### src/rtl/uniq_arb.sv
// Round-robin arbiter feeding a single output register for a downstream unique-value tracker.
// Zero values are accepted and dropped; flush drains the output register before resuming.
module uniq_arb (
    input  logic        clk,
    input  logic        rst_n,
    input  logic [31:0] req_data,
    input  logic [3:0]  req_valid,
    output logic [3:0]  req_ready,
    input  logic        flush,
    input  logic        out_ready,
    output logic [7:0]  out_data,
    output logic        out_en,
    output logic [1:0]  grant_id,
    output logic        flush_done,
    output logic [15:0] fwd_cnt,
    output logic [7:0]  drop_cnt
);

    typedef enum logic {StRun, StDrain} state_e;

    state_e      r_state;
    state_e      w_state_nxt;
    logic [1:0]  r_ptr;
    logic [7:0]  r_out_data;
    logic        r_out_en;
    logic [1:0]  r_grant_id;
    logic [15:0] r_fwd_cnt;
    logic [7:0]  r_drop_cnt;

    logic        w_free;
    logic        w_xfer;
    logic        w_found;
    logic [1:0]  w_idx;
    logic [1:0]  w_gidx;
    logic        w_grant;
    logic [7:0]  w_gdata;
    logic        w_load;
    logic        w_drop;

    assign w_free = !r_out_en || out_ready;
    assign w_xfer = r_out_en && out_ready;

    // First valid requester at or after the pointer, wrapping mod 4.
    always_comb begin
        w_found = 1'b0;
        w_gidx  = r_ptr;
        w_idx   = r_ptr;
        for (int k = 0; k < 4; k++) begin
            w_idx = r_ptr + 2'(k);
            if (!w_found && req_valid[w_idx]) begin
                w_found = 1'b1;
                w_gidx  = w_idx;
            end
        end
    end

    // rst_n gates the grant so req_ready stays low throughout reset.
    assign w_grant   = rst_n && (r_state == StRun) && !flush && w_free && w_found;
    assign req_ready = w_grant ? (4'b0001 << w_gidx) : 4'b0000;
    assign w_gdata   = req_data[8*w_gidx +: 8];
    assign w_load    = w_grant && (w_gdata != 8'd0);
    assign w_drop    = w_grant && (w_gdata == 8'd0);

    assign flush_done = (r_state == StDrain) && w_free;

    always_comb begin
        w_state_nxt = r_state;
        unique case (r_state)
            StRun:   if (flush)  w_state_nxt = StDrain;
            StDrain: if (w_free) w_state_nxt = StRun;
            default: w_state_nxt = StRun;
        endcase
    end

    always_ff @(posedge clk or negedge rst_n) begin
        if (!rst_n) begin
            r_state    <= StRun;
            r_ptr      <= 2'd0;
            r_out_data <= 8'd0;
            r_out_en   <= 1'b0;
            r_grant_id <= 2'd0;
            r_fwd_cnt  <= 16'd0;
            r_drop_cnt <= 8'd0;
        end else begin
            r_state <= w_state_nxt;
            if (w_grant) begin
                r_ptr <= w_gidx + 2'd1;
            end
            if (w_load) begin
                r_out_data <= w_gdata;
                r_grant_id <= w_gidx;
                r_out_en   <= 1'b1;
            end else if (w_xfer) begin
                r_out_en <= 1'b0;
            end
            if (w_xfer && (r_fwd_cnt != 16'hFFFF)) begin
                r_fwd_cnt <= r_fwd_cnt + 16'd1;
            end
            if (w_drop && (r_drop_cnt != 8'hFF)) begin
                r_drop_cnt <= r_drop_cnt + 8'd1;
            end
        end
    end

    assign out_data = r_out_data;
    assign out_en   = r_out_en;
    assign grant_id = r_grant_id;
    assign fwd_cnt  = r_fwd_cnt;
    assign drop_cnt = r_drop_cnt;

endmodule

### config.mk
export PLATFORM = sky130hd
export DESIGN_NAME = uniq_arb
export DESIGN_NICKNAME = d
export VERILOG_FILES = /design/src/rtl/uniq_arb.sv
export SDC_FILE = /design/constraint.sdc
export NUM_CORES = 1
export LEC_CHECK = 0
export CORE_ASPECT_RATIO = 1.4
export CORE_UTILIZATION = 35
export DETAILED_ROUTE_END_ITERATION = 6
export PLACE_DENSITY_LB_ADDON = 0.05
export SETUP_SLACK_MARGIN = 0.1
export SKIP_LAST_GASP = 1
export SYNTH_ARGS = -nofsm -noshare
export SYNTH_HDL_FRONTEND = slang
export SYNTH_SLANG_ARGS = --single-unit
export TNS_END_PERCENT = 30
### constraint.sdc
create_clock -name clk -period 4 [get_ports clk]
set_clock_uncertainty 0.1 [all_clocks]
set_input_delay 0.6 -clock clk [delete_from_list [all_inputs] [get_ports clk]]
set_output_delay 0.6 -clock clk [all_outputs]
set_load 0.005 [all_outputs]
==> results.py <==
metrics = {
    "status": {
        "status": "completed",
    },
    "floorplanning": {
        "fp-row-count": 34,
        "core_um2": 6170,
        "die_w_um": 69.3,
        "die_area_um2": 6670,
        "start_util_pct": 36.0,
        "io_pins": 80,
        "fp.dieH_um": 96.3,
    },
    "yosys": {
        "synthTopCellsByCount": "dfrtp_1 (38), nand3_1 (38), nand2_1 (22), o21ai_0 (19)",
        "synthCells": 234,
        "synthFlopType": "dfrtp_1",
        "synth_edf_count": 0,
        "synth_top_area_share_pct": 42.8,
        "synth_nets": 280,
        "ys_seq_area_share_pct": 42.8,
        "yosysWarnings": 0,
        "ys_types": 37,
        "synth_area_leaders": "dfrtp_1 (43%), nand3_1 (8.6%), xnor2_1 (4.7%)",
        "synth_area_um2": 2220,
        "ys_ff_latch": 38,
        "ys_async_sr_fraction_pct": 100,
        "synth_top_area_cell": "dfrtp_1",
        "avgSynthCellArea_um2": 9.49,
    },
    "timing": {
        "finalCritPeriodShare_pct": 89.9,
        "timing.final.hold_violations": 0,
        "slew_viol_final": 0,
        "max_freq_mhz": 278,
        "slew_headroom_pct": 30.4,
        "layout_setup_ws_ns": 0.405,
        "fin_crit_ns": 3.60,
        "fin_setup_tns_ns": 0,
        "tightest_slew_ns": 1.03,
        "setup_viol": 0,
        "rsz0062_at_grt": "no",
    },
    "global_route": {
        "grt.total_usage_pct": 16.0,
        "grt_pass1_wl_mm": 8.51,
        "grt_start_max_net_pins": 39,
        "antenna_found_initial": 0,
        "grt_pass1_vias": 1910,
        "grt_overflow_total": 0,
    },
    "setup_path": {
        "cp_slowest_stage_delay_ns": 0.55,
        "crit_arrival_ns": 2.90,
        "path_buf_inv": 3,
        "worstPathCellList": "clkdlybuf4s50_1 -> nor2b_1 -> o21ai_2 -> nand2_1 -> inv_1 -> ha_1 -> and2_1 -> clkdlybuf4s50_1",
        "cpMostUsedCell": "clkdlybuf4s50_1",
        "worstSetupEndpointType": "output pin",
        "cp_data_required_time_ns": 3.30,
        "slowest_stage": "o21ai_2",
        "path_max_fanout": 17,
        "cp_top_family": "buffers and inverters",
        "critical_path_class": "in2out",
        "start_kind": "input pin",
    },
    "clocking": {
        "insertion_delay_ns": 0.28,
        "htreeDepth": 2,
        "cts.clk_slew.worst_paths_ns": 0.07,
        "cts_sinks": 38,
        "cts_tree": "done",
        "cts_made_buffers": 5,
        "clockBufferDepth": 2,
        "cts_root_buffer": "clkbuf_8",
    },
    "power_and_ir_drop": {
        "ir_drop_uv": 208,
        "cellLeakagePower_nw": 1.43,
        "power_density_nw_per_um2": 471,
    },
    "routing": {
        "first_pass_iters": 4,
        "drt_wl_total_mm": 4.97,
        "ant_nets": 0,
        "drt_iter0_drc": 62,
        "drc": 0,
        "wl_per_cell_um": 12.9,
        "vias_per_cell": 5.06,
        "route.vias.total": 1960,
    },
    "placed_design": {
        "place_congestion": 0.803,
        "pre_cts_ws_ns": 0.0389,
        "hpwl_mm": 3.89,
        "port-buffer-count": 79,
    },
    "final_layout": {
        "fin_nets": 361,
        "n_fill_cell": 582,
        "utilization_pct": 51.2,
        "diodes": 0,
        "layout-drive-gt1-share_pct": 7.30,
        "areaGrowthSynthToFinish_pct": 42.1,
    },
    "run": {
        "drv_cap": 0,
    },
    "worst_hold_path": {
        "hp-class": "in2async",
    },
}
## per-layer routing
metal / global-route usage, % / up-vias / wire length (µm) / share of wire (%)
li1: - / 981 / - / -
met1: 17.5 / 900 / 2000 / 40
met2: 29.3 / 70 / 2550 / 51
met3: 3.87 / 9 / 311 / 6.3
met4: 7.14 / 0 / 112 / 2.3
met5: 0 / - / 0 / 0
## worst register-to-register path, delay by kind of cell, from the launching register on
kind	cells	cell delay, ns
and+or+nand+nor	5	1.58
DFF	1	0.47
muxes	1	0.40
AOI/OAI and AO/OA	2	0.34
## path summary, 6_finish.rpt
kind	start	end	slack [ns]	cells after the start
worst max-delay path	req_valid[2]	req_ready[1]	0.40	8
worst min-delay path	rst_n	fwd_cnt[2]	0.28	2
worst max register to register	r_ptr[1]	grant_id[1]	0.98	8
worst min register to register	drop_cnt[4]	drop_cnt[4]	0.39	1
max in group asynchronous	rst_n	out_data[7]	3.18	2
min in group clk	drop_cnt[4]	drop_cnt[4]	0.39	1
## layout by cell type, fill, tap and decap left out, types with 3 or more instances in the layout
master / count
o21ai_0: 19
clkbuf_8: 5
ha_1: 6
xnor2_1: 12
nor3_1: 5
nand2_1: 22
a21oi_1: 3
and3_1: 4
mux2i_1: 8
and2_1: 6
nor2_1: 5
nand3_1: 38
and4_1: 3
nor2b_1: 3
a22oi_2: 4
nand4_1: 7
buf_4: 4
xor2_1: 9
inv_1: 12
clkdlybuf4s50_1: 78
dfrtp_1: 38
## registers in the layout (all words and copies together), names as in the netlist
signal    cells
drop_cnt      8
fwd_cnt      16
grant_id      2
out_data      8
out_en        1
r_ptr         2
r_state       1
## report_power, final
part,total [W],leakage [nW],switching [W],internal (W)
clock network,0.000243,0.0383,0.000123,0.000120
registers,0.000560,0.486,0.0000823,0.000478
logic,0.000682,0.905,0.000330,0.000352
total,0.00149,1.43,0.000536,0.000950
## cell families (layout without fill, tap and decap cells)
kind of cell,Yosys count,count (layout),synth area share [%]
compound gates,31,31,9.24
mux,12,12,5.63
simple gates,104,104,26.1
flops,38,38,42.8
fa+ha+maj,6,6,3.38
buf+inv,22,103,4.51
xor+xnor,21,21,8.28
## repair_timing
| item | in CTS | in global routing |
|---|---|---|
| endpoints found under the setup margin | 3 | 0 |
| hold buffers | 0 | 0 |
| gates resized for setup | 1 | 0 |
| buffers inserted | 0 | 0 |
## metrics by stage
stage | hold WS, ns | total power (W) | std cells | cell area [µm²]
2_1_floorplan | 0.204 | 0.000942 | 234 | 2220
3_3_place_gp | 0.374 | 0.00126 | 380 | 3080
3_5_place_dp | 0.381 | 0.00126 | 380 | 3080
4_1_cts | 0.300 | 0.00151 | 387 | 3160
5_1_grt | 0.323 | 0.00163 | 387 | 3160
6_report | 0.276 | 0.00149 | 387 | 3160
## layout make-up
| class | instances | area [µm²] | share of cell area (%) |
|---|---|---|---|
| Multi-Input combinational cell | 174 | 1170 | 37.2 |
| Tap cell | 72 | 90.1 | 2.85 |
| Sequential cell | 38 | 951 | 30.1 |
| Inverter | 13 | 48.8 | 1.55 |
| Timing Repair Buffer | 83 | 816 | 25.9 |
| Clock buffer | 7 | 76.3 | 2.42 |
Note: power is estimated with default switching activity, not from simulation.
==> RTL change 1 (same flow settings) <==
Put one more register stage on the output `fwd_cnt`, cleared by the reset. The value now appears one clock later. The other outputs are not delayed to match.
--- a/src/rtl/uniq_arb.sv
+++ b/src/rtl/uniq_arb.sv
@@ -105,7 +105,13 @@
     assign out_data = r_out_data;
     assign out_en   = r_out_en;
     assign grant_id = r_grant_id;
-    assign fwd_cnt  = r_fwd_cnt;
+    always_ff @(posedge clk or negedge rst_n) begin
+        if (!rst_n) begin
+            fwd_cnt <= '0;
+        end else begin
+            fwd_cnt <= r_fwd_cnt;
+        end
+    end
     assign drop_cnt = r_drop_cnt;
 
 endmodule
Formal check against the unedited RTL: not equivalent (Yosys sat finds a counterexample within 4 cycles, from zero or initial values and one cycle with rst_n low).
==> RTL change 1 against the unedited design <==
Synthesized cell count grew 9.8%. Area after synthesis is 19% higher. Sequential share of layout area increased by 7.0 points. Count of clock-buffer cells in the layout down 2. Worst hold slack better by 50 ps. Register-to-register slack improved by 150 ps. First-iteration DRC count fell by 44%. Routed wire length up 23%. Power increased by 23%. Utilization shrank 1.4 points. Sequential cell count rose by 16. Worst setup slack improved by 43 ps. Design area is 15% higher. Critical path type unchanged. Highest routed layer unchanged.
==> RTL change 1: results <==
export IMPL_synthArstFlopShare=1.00
export IMPL_nFillCells=728
export IMPL_finalWirelength_um=6120
export IMPL_slew_headroom=0.238
export IMPL_hp_class="reg2reg"
export IMPL_grt_max_degree=55
export IMPL_cts_buffers=5
export IMPL_cts_buffer_depth=2
export IMPL_antenna_found_initial=0
export IMPL_grt_pass1_wl_um=9960
export IMPL_synth_seq_area_share=0.512
export IMPL_crit_fanout=13
export IMPL_synth_ff_type="dfrtp_1"
export IMPL_dp_cells=430
export IMPL_ir_drop_uv=260
export IMPL_yosysMostFrequentCell="dfrtp_1"
export IMPL_p_leak_nw=1.69
export IMPL_post_dp_hpwl_um=4530
export IMPL_status="complete, no violations"
export IMPL_postCtsSetupRepairBufs=0
export IMPL_cts_root_buf="clkbuf_8"
export IMPL_cpPeakStageDelay_ps=600
export IMPL_arrival_ps=2850
export IMPL_grtUsageTotal=0.163
export IMPL_drt_first_pass_iters=4
export IMPL_drive_above_1_share=0.0850
export IMPL_vias=2103
export IMPL_p_sw_mw=0.612
export IMPL_io_buffers=79
export IMPL_ys_top_cells_by_area="dfrtp_1, nand3_1, xor2_1"
export IMPL_reg_top3="fwd_cnt x16, r_fwd_cnt x16"
export IMPL_synth_distinct_cells=41
export IMPL_crit_family="buffers and inverters"
export IMPL_syn_nets=303
export IMPL_yosys_top_cells_count="dfrtp_1, nand3_1, nand2_1"
export IMPL_syn_instance_count=257
export IMPL_stdcell_count=438
export IMPL_cp_startpoint="req_valid[3]"
export IMPL_r2r_start="r_ptr[1]$_DFFE_PN0P_"
export IMPL_nNetsFinal=386
export IMPL_htreeDepth=2
export IMPL_num_antenna_cells=0
export IMPL_post_cts_resized=0
export IMPL_ys_warn_count=0
export IMPL_drt_iter0_drc=35
export IMPL_insertion_delay_ps=300
export IMPL_hp_start="r_fwd_cnt[8]$_DFFE_PN0P_"
export IMPL_gp_congestion=0.748
export IMPL_clk_pin_slew_ps=100
export IMPL_place_ws_ps=361
export IMPL_slowest_stage="clkdlybuf4s50_1"
-- RTL change 1: final timing paths --
kind                                            to  cells past startpoint  slack (ps)
setup / recovery                      req_ready[2]                      8         450
hold / removal                fwd_cnt[8]$_DFF_PN0_                      0         330
setup reg to reg           out_data[2]$_DFFE_PN0P_                      9        1130
hold reg to reg               fwd_cnt[8]$_DFF_PN0_                      0         330
max in group asynchronous     fwd_cnt[0]$_DFF_PN0_                      2        3010
min in group asynchronous    fwd_cnt[14]$_DFF_PN0_                      2         340
-- RTL change 1: kinds of logic after synthesis --
| family | Yosys count | share of synthesized area |
|---|---|---|
| flops | 54 | 0.512 |
| xor+xnor | 22 | 0.0730 |
| compound gates | 31 | 0.0754 |
| buf+inv | 19 | 0.0370 |
| fa+ha+maj | 6 | 0.0284 |
| mux | 12 | 0.0488 |
| simple gates | 113 | 0.225 |
-- RTL change 1: power groups by stage --
stage	registers, mW	logic, mW	clock network [mW]
floorplan	0.748	0.402	0
global placement	0.762	0.726	0
detailed placement	0.761	0.725	0
CTS	0.750	0.731	0.376
global route	0.763	0.810	0.390
finish	0.747	0.717	0.356
-- RTL change 1: per-layer routing --
layer	GRT usage	vias up	wire length (um)
li1	-	1048	-
met1	0.199	985	2620
met2	0.282	63	3110
met3	0.0299	7	307
met4	0.0516	0	80
met5	0	-	0
-- RTL change 1: through the flow --
stage | hold WS (ps) | cell area (um2)
6_report | 326 | 3640
5_1_grt | 339 | 3640
4_1_cts | 333 | 3640
3_5_place_dp | 309 | 3530
2_1_floorplan | 204 | 2640
3_3_place_gp | 309 | 3530
-- RTL change 1: area by class of cell --
| type | count | area share |
|---|---|---|
| flip-flops and latches | 54 | 0.372 |
| multi-input cells | 184 | 0.327 |
| repair buffers | 84 | 0.226 |
| well taps | 97 | 0.0334 |
| clock buffers | 5 | 0.0189 |
| inverters | 11 | 0.0114 |
| clock inverters | 3 | 0.0110 |
==> RTL change 2 (same flow settings) <==
Made on the original files. Reset style: synchronous (`rst_n`), changed in one clocked block.
--- a/src/rtl/uniq_arb.sv
+++ b/src/rtl/uniq_arb.sv
@@ -72,7 +72,7 @@
         endcase
     end
 
-    always_ff @(posedge clk or negedge rst_n) begin
+    always_ff @(posedge clk) begin
         if (!rst_n) begin
             r_state    <= StRun;
             r_ptr      <= 2'd0;
Function: differs if rst_n is asserted again (counterexample within 4 cycles, from zero or initial values and one cycle with rst_n low); with rst_n held inactive, the same outputs for 10 cycles.
==> RTL change 2 against the unedited design <==
Design area is 1.4% lower. Worst setup slack gained 53 ps. Sequential cell count did not move. Utilization up 1.9 points. Area after synthesis fell by 3.5%. Non-clock buffer count increased by 4. Routed wire length grew 6.1%. Sequential share of layout area fell by 5.7 points. Critical path type unchanged.
Power is not compared: it rests on default switching activity, and its combinational part moved more than twofold at a synthesized area within 25%.
==> RTL change 2: results <==
export IMPL_seq_area_um2=761
export IMPL_wl_met3_um=256
export IMPL_drt_met1_wl_um=2180
export IMPL_drt_iter0_drc=48
export IMPL_grt_pass1_vias=1977
export IMPL_status="complete, no violations"
export IMPL_seqPwrFrac=0.462
export IMPL_yosys_top_cells_count="dfxtp_1, nand2_1, nand3_1"
export IMPL_slew_headroom=0.266
export IMPL_syn_nets=314
export IMPL_grt_max_degree=23
export IMPL_dr_wl_met2_um=2750
export IMPL_multi_input_area_mm2=0.00130
export IMPL_synth_distinct_cells=38
export IMPL_nNonClkInverters=6
export IMPL_gp_congestion=0.873
export IMPL_drive_above_1_share=0.0655
export IMPL_synth_seq_area_share=0.355
export IMPL_post_drt_wl_per_cell_um=12.5
export IMPL_clkCellAreaFrac=0.0294
export IMPL_bufAreaShareNonClock=0.274
export IMPL_post_dp_hpwl_um=4170
export IMPL_post_cts_resized=0
export IMPL_arrival_ps=2840
export IMPL_nNetsFinal=396
export IMPL_grt_pass1_wl_um=8650
export IMPL_synth_ff_type="dfxtp_1"
export IMPL_hp_class="reg2reg"
export IMPL_whs_ps=355
export IMPL_ys_top_cells_by_area="dfxtp_1, nand3_1, mux2i_1"
export IMPL_nFillCells=603
RTL change 2: per-stage QoR:
| step | utilization | setup slack [ps] | instance area (um2) | std cells | total power [mW] |
|---|---|---|---|---|---|
| global route | 0.531 | 269 | 3110 | 421 | 0.923 |
| detailed placement | 0.515 | 315 | 3020 | 413 | 0.616 |
| floorplan | - | 1220 | 2140 | 268 | 0.515 |
| finish | 0.531 | 458 | 3110 | 421 | 0.874 |
| global placement | 0.515 | 397 | 3020 | 413 | 0.615 |
| CTS | 0.531 | 439 | 3110 | 421 | 0.886 |
RTL change 2: cells by family after synthesis:
logic type      share of synthesized area
flops                               0.355
xor+xnor                           0.0613
buf+inv                            0.0397
fa+ha+maj                          0.0350
mux                                0.0701
compound gates                      0.116
simple gates                        0.323
RTL change 2: path summary, 6_finish.rpt:
check | startpoint | to | cells after the start
max | req_valid[2] | req_ready[2] | 8
min reg2reg | out_data[5]$_SDFFE_PN0P_ | out_data[5]$_SDFFE_PN0P_ | 2
min | out_data[5]$_SDFFE_PN0P_ | out_data[5]$_SDFFE_PN0P_ | 2
max reg2reg | r_ptr[1]$_SDFFE_PN0P_ | drop_cnt[3]$_SDFFE_PN0P_ | 8
RTL change 2: critical path: cells and delay by family:
| kind | cells | cell delay, ps |
|---|---|---|
| AOI/OAI and AO/OA | 1 | 430 |
| adders and majority gates | 1 | 130 |
| buffers and inverters | 3 | 1140 |
| and+or+nand+nor | 3 | 550 |
RTL change 2: layer usage:
| metal | up-vias | GRT usage |
|---|---|---|
| met5 | - | 0 |
| met4 | 0 | 0.0642 |
| met1 | 956 | 0.195 |
| li1 | 1101 | - |
| met3 | 9 | 0.0338 |
| met2 | 72 | 0.313 |
